## config.mk

```make
export PLATFORM = sky130hd
export DESIGN_NAME = multicycle_ctrl
export DESIGN_NICKNAME = d
export VERILOG_FILES = /design/src/rtl/multicycle_pkg.sv /design/src/rtl/ctrl_decode.sv /design/src/rtl/multicycle_ctrl.sv
export SDC_FILE = /design/constraint.sdc
export NUM_CORES = 1
export LEC_CHECK = 0
export BUFFER_PORTS_ARGS = -buffer_cell sky130_fd_sc_hd__buf_2
export CORE_ASPECT_RATIO = 2
export CORE_UTILIZATION = 43
export DETAILED_ROUTE_END_ITERATION = 7
export GPL_TIMING_DRIVEN = 0
export HOLD_SLACK_MARGIN = 0.06
export PLACE_DENSITY = 0.72
export SETUP_SLACK_MARGIN = 0.4
export SYNTH_ARGS = -nofsm -noshare
export SYNTH_HDL_FRONTEND = slang
export SYNTH_SLANG_ARGS = --single-unit
```

## constraint.sdc

```tcl
create_clock -name clk -period 1.8 [get_ports clk]
set_input_delay 0.36 -clock clk [delete_from_list [all_inputs] [get_ports clk]]
set_output_delay 0.36 -clock clk [all_outputs]
set_load 0.02 [all_outputs]
```

## src/rtl/multicycle_pkg.sv

```systemverilog
// Shared opcode/funct/ALU encodings, FSM state type and decoder result struct.
// Latency: n/a (types and constants only).
// Backpressure: n/a.
package multicycle_pkg;

    // Primary opcodes (instr[31:26])
    localparam logic [5:0] OP_RTYPE = 6'h00;
    localparam logic [5:0] OP_ADDI  = 6'h08;
    localparam logic [5:0] OP_SLTI  = 6'h0A;
    localparam logic [5:0] OP_ANDI  = 6'h0C;
    localparam logic [5:0] OP_ORI   = 6'h0D;

    // R-type function codes (instr[5:0])
    localparam logic [5:0] FN_ADD = 6'h20;
    localparam logic [5:0] FN_SUB = 6'h22;
    localparam logic [5:0] FN_AND = 6'h24;
    localparam logic [5:0] FN_OR  = 6'h25;
    localparam logic [5:0] FN_NOR = 6'h27;
    localparam logic [5:0] FN_SLT = 6'h2A;

    // ALU operation codes driven on 'control'
    localparam logic [3:0] ALU_AND = 4'd0;
    localparam logic [3:0] ALU_OR  = 4'd1;
    localparam logic [3:0] ALU_ADD = 4'd2;
    localparam logic [3:0] ALU_SUB = 4'd6;
    localparam logic [3:0] ALU_SLT = 4'd7;
    localparam logic [3:0] ALU_NOR = 4'd12;

    typedef enum logic [1:0] {
        IDLE   = 2'd0,
        DECODE = 2'd1,
        EXEC   = 2'd2,
        WB     = 2'd3
    } state_t;

    // Decoder result: ALU op, operand select (1 = register), legality,
    // and whether the destination register comes from the rt field.
    typedef struct packed {
        logic [3:0] control;
        logic       controll;
        logic       legal;
        logic       dest_is_rt;
    } dec_t;

endpackage

```

## src/rtl/ctrl_decode.sv

```systemverilog
// Combinational opcode/funct decoder producing ALU op, operand select, legality, dest select.
// Latency: 0 cycles (pure combinational).
// Backpressure: none; output follows the inputs.
// Ports: opcode = instr[31:26], funct = instr[5:0]; dec = decoded control struct.
module ctrl_decode
    import multicycle_pkg::*;
(
    input  logic [5:0] opcode,
    input  logic [5:0] funct,
    output dec_t       dec
);

    always_comb begin
        dec.control    = ALU_AND;
        dec.controll   = 1'b1;
        dec.legal      = 1'b0;
        dec.dest_is_rt = 1'b0;
        if (opcode == OP_RTYPE) begin
            dec.legal = 1'b1;
            case (funct)
                FN_AND:  dec.control = ALU_AND;
                FN_OR:   dec.control = ALU_OR;
                FN_ADD:  dec.control = ALU_ADD;
                FN_SUB:  dec.control = ALU_SUB;
                FN_SLT:  dec.control = ALU_SLT;
                FN_NOR:  dec.control = ALU_NOR;
                default: dec.legal   = 1'b0;
            endcase
        end else begin
            // I-type: second ALU operand is the extended immediate, write to rt
            dec.controll   = 1'b0;
            dec.dest_is_rt = 1'b1;
            dec.legal      = 1'b1;
            case (opcode)
                OP_ADDI: dec.control = ALU_ADD;
                OP_ANDI: dec.control = ALU_AND;
                OP_ORI:  dec.control = ALU_OR;
                OP_SLTI: dec.control = ALU_SLT;
                default: dec.legal   = 1'b0;
            endcase
        end
    end

endmodule

```

## src/rtl/multicycle_ctrl.sv

```systemverilog
// Multicycle decode/sequencing stage: IDLE -> DECODE -> EXEC -> WB, retired-instruction counter.
// Latency: decode outputs valid 1 cycle after transfer, reg_we in cycle 3, ready again in cycle 4.
// Backpressure: instr_ready only in IDLE (and never during reset); 1 instruction per 4 cycles max.
// Ports: clk/reset (sync, active-high); instr_valid/instr/instr_ready handshake;
//        inA/inB/inC register addresses, inD immediate, control ALU op, controll operand select,
//        reg_we write enable, illegal pulse, retired counter (CNT_W bits, wraps).
module multicycle_ctrl
    import multicycle_pkg::*;
#(
    parameter int CNT_W = 16
) (
    input  logic             clk,
    input  logic             reset,
    input  logic             instr_valid,
    input  logic [31:0]      instr,
    output logic             instr_ready,
    output logic [4:0]       inA,
    output logic [4:0]       inB,
    output logic [4:0]       inC,
    output logic [15:0]      inD,
    output logic [3:0]       control,
    output logic             controll,
    output logic             reg_we,
    output logic             illegal,
    output logic [CNT_W-1:0] retired
);

    state_t state, state_nxt;
    dec_t   dec;
    logic   take;

    assign instr_ready = (state == IDLE) && !reset;
    assign take        = instr_valid && instr_ready;

    ctrl_decode u_decode (
        .opcode (instr[31:26]),
        .funct  (instr[5:0]),
        .dec    (dec)
    );

    always_ff @(posedge clk) begin
        if (reset) begin
            state <= IDLE;
        end else begin
            state <= state_nxt;
        end
    end

    // The registered 'illegal' flag is exactly "DECODE of an undecodable word",
    // so it doubles as the DECODE exit condition.
    always_comb begin
        state_nxt = state;
        case (state)
            IDLE:    if (take) state_nxt = DECODE;
            DECODE:  state_nxt = illegal ? IDLE : EXEC;
            EXEC:    state_nxt = WB;
            WB:      state_nxt = IDLE;
            default: state_nxt = IDLE;
        endcase
    end

    always_ff @(posedge clk) begin
        if (reset) begin
            inA      <= '0;
            inB      <= '0;
            inC      <= '0;
            inD      <= '0;
            control  <= '0;
            controll <= 1'b1;
            reg_we   <= 1'b0;
            illegal  <= 1'b0;
            retired  <= '0;
        end else begin
            illegal <= take && !dec.legal;
            // Registered so reg_we covers all of WB; r0 is never written.
            reg_we  <= (state == EXEC) && (inC != 5'd0);
            if (state == WB) begin
                retired <= retired + 1'b1;
            end
            // Decode fields are captured only at the handshake edge and then
            // held until the next transfer.
            if (take) begin
                inA      <= instr[25:21];
                inB      <= instr[20:16];
                inC      <= dec.dest_is_rt ? instr[20:16] : instr[15:11];
                inD      <= instr[15:0];
                control  <= dec.control;
                controll <= dec.controll;
            end
        end
    end

endmodule

```

==> impl_metrics.csv <==
group,metric,value,unit
job,drv_cap,0,
layout,layout.nets,434,
sta,rsz0062_at_grt,"yes",
logic_synthesis,syn_inst,274,
grt,grt_pass1_vias,2241,
logic_synthesis,ys_seq_elements,56,
pwr,p_comb_share,21.2,%
logic_synthesis,syn_avg_cell_area,8.44,um^2
pwr,ir_drop,0.984,mV
pwr,clkPwrFrac,28.0,%
min_path,hp-class,"input port to flop",
clock_tree,cts_sinks,56,
layout,area_delta_synth_final,60.6,%
sta,slew_viol_final,0,
layout,final_cells,457,
grt,overflow,0,
run_status,status,"finished, final reports clean",
sta,slew_headroom,53.9,%
detailed_routing,avgRoutedWirePerCell,15.6,um
die,fp.coreArea,5140,um^2
clock_tree,clkTransAtPathRegs,0.11,ns
sta,finalHoldViolCount,0,
clock_tree,cts_buffer_depth,2,
setup_path,worst-path-max-fanout,6,
clock_tree,cts_hold_buf,0,
logic_synthesis,yosysTopAreaCellShare,48.5,%
setup_path,endpoint,"inC[1]",
sta,post-route-period-util,89.4,%
logic_synthesis,synth_cell_types,47,
layout,fin_util,72.3,%
layout,n_antenna_cell,0,
logic_synthesis,ys.flop_type,"dfxtp_1",
placement,placed_cells,421,
placement,io_buffers,89,
logic_synthesis,yosysTopAreaCell,"dfxtp_1",
pwr,power_density,694,nW/um^2
setup_path,endpoint_kind,"flop",
layout,num-fill-cells,427,
sta,setup_viol,0,
pwr,finalPower,2580,uW
clock_tree,cts_made_buffers,5,
layout,layout-drive-gt1-share,53.6,%
setup_path,rr_endpoint,"control[2]",
pwr,switching_share,30.0,%
sta,max_freq,0.621,GHz
die,ioPinCount,90,
clock_tree,clk_latency,0.32,ns
logic_synthesis,synth_edf_count,0,
sta,finalCriticalPeriod,1.61,ns
die,die_h,106,um
pwr,internal_power,1810,uW
placement,gp_congestion,0.829,
setup_path,r2r_setup_slack,0.29,ns
detailed_routing,vias,2457,
sta,tightestPinTransition,0.691,ns
die,start_util,45.0,%
setup_path,path_class,"input port to flop",
die,rows,37,
clock_tree,cts-htree-levels,2,
setup_path,arrival,1.80,ns
logic_synthesis,synth_warnings,0,
die,dieArea,5700,um^2
detailed_routing,dr.first_iter.drc_count,46,
placement,hpwl,4.49,mm
pwr,p_sw,773,uW
grt,gr-usage-all-layers,23.2,%
pwr,pwr-share-seq,50.7,%
clock_tree,root_buffer,"clkbuf_8",
logic_synthesis,syn-num-nets,310,
detailed_routing,wl,7.11,mm
sta,finClkSkew,0.00931,ns
clock_tree,cts_tree,"yes",
setup_path,crit_start,"instr[31]",
grt,grt_pass1_wl,9.69,mm
setup_path,critPathLaunchType,"input port",
logic_synthesis,synth_area,2310,um^2
logic_synthesis,synth.area.top_cells,"dfxtp_1 (48%), nand2_1 (10%), a21oi_1 (7.4%), nor2_1 (3.7%), xor2_1 (2.3%)",
detailed_routing,remaining_drc_errors,0,
grt,grt_max_degree,19,
detailed_routing,drtPass1Iterations,4,
die,fp.dieW,53.9,um
logic_synthesis,ys_async_sr_fraction,0,%
pwr,power.leakage,0.00172,uW
detailed_routing,postRouteAntennaNets,0,
setup_path,r2r_cells,7,
grt,antenna_found_initial,0,
detailed_routing,via_per_inst,5.38,
setup_path,r2r_start,"state[0]",
logic_synthesis,seq_area_frac_synth,48.5,%
setup_path,required,1.99,ns
sta,tns,0,ns
==> registers in the layout, summed over array words and instances, names as in the netlist, named ones only <==
name      count
inA           5
inC           5
control       4
illegal       1
state         1
reg_we        1
inD          16
controll      1
inB           5
retired      16
==> logic make-up after synthesis <==
family | synth area share [%]
muxes | 2.65
adders and majority gates | 0.541
buffers and inverters | 3.89
xor gates and xnor gates | 3.41
DFF | 48.5
AOI/OAI and AO/OA | 14.5
and+or+nand+nor | 26.5
==> layout by cell type (no fill, tap or decap), types with 3 or more instances in the layout <==
cell,instances
dfxtp_1,44
nand3_1,3
o21ai_0,4
nand4_1,5
buf_4,20
nor3_1,3
nand2b_1,3
nor2_1,22
and3_1,4
clkbuf_16,3
nand2_2,4
a21oi_2,23
buf_12,4
or3_1,4
buf_2,88
dfxtp_4,6
xnor2_1,3
mux2i_1,5
dfxtp_2,6
a21oi_1,11
nand2_4,19
buf_6,7
xor2_1,6
a211oi_1,6
nand2_1,40
clkbuf_8,5
clkbuf_1,4
buf_8,5
==> metal layers <==
metal  share of wire [%]  vias up  track usage [%]
met1                  35     1184             21.7
met2                  58       70             44.0
met3                 3.7       17             4.62
met4                 2.9        0             10.2
li1                    -     1186                -
met5                   0        -                0
==> per-stage QoR <==
step	setup slack [ns]	hold WS [ns]	instance area, um^2
after floorplan	0.0496	0.470	2410
after global placement	-0.148	0.440	2930
after detailed placement	-0.192	0.445	2930
after CTS	0.230	0.251	3200
after global routing	0.150	0.252	3720
final	0.190	0.260	3720
==> cell usage after synthesis (all sizes together), types with 2 or more instances <==
master	instances
o21ai	4
a21bo	2
nor2b	2
or3	5
and3	4
nand2b	3
buf	8
a211oi	6
nand3b	2
nand2	64
mux2i	5
nand4	5
clkbuf	9
nor2	23
nand3	5
xnor2	3
xor2	6
nor3	4
a21oi	34
dfxtp	56
inv	2
nor4	3
==> area by class of cell <==
| type | count | area [um^2] | area share (%) |
|---|---|---|---|
| sequential | 56 | 1150 | 31.0 |
| clock buffer | 5 | 68.8 | 1.85 |
| inverter | 2 | 7.51 | 0.202 |
| tap | 58 | 72.6 | 1.95 |
| clock inverter | 3 | 22.5 | 0.606 |
| buffer | 17 | 174 | 4.68 |
| timing repair buffer | 117 | 776 | 20.9 |
| multi-input combinational | 199 | 1440 | 38.9 |
==> power groups by stage <==
stage	Clock [uW]	Sequential [uW]	Combinational (uW)
after floorplan	0	1390	157
after global placement	0	1330	347
after detailed placement	0	1330	352
after CTS	743	1310	400
after global routing	790	1310	581
final	723	1310	547
==> critical path, stage by stage <==
cell and delay (ns):
buf_6 0.09, or4_4 0.54, or3_4 0.35, buf_6 0.15, mux2i_1 0.21, a211oi_1 0.10
==> timing repair <==
| item | CTS | global route |
|---|---|---|
| hold endpoints to repair | 0 | 0 |
| setup endpoints to repair | 27 | 46 |
| buffers inserted | 9 | 13 |
| gates cloned | 3 | 3 |
| gates resized for setup | 23 | 94 |
| pin swaps | 16 | 51 |
==> worst min path at each step <==
stage	startpoint	endpoint	slack, ns	cells after the start
2_1_floorplan	instr_valid	state[0]	0.47	1
3_3_place_gp	inA[0]	inA[0]	0.44	2
3_5_place_dp	inD[11]	inD[11]	0.45	2
4_1_cts	instr[21]	inA[0]	0.25	3
5_1_grt	instr[21]	inA[0]	0.25	3
6_report	instr[21]	inA[0]	0.26	3
(Power assumes the default switching activity.)
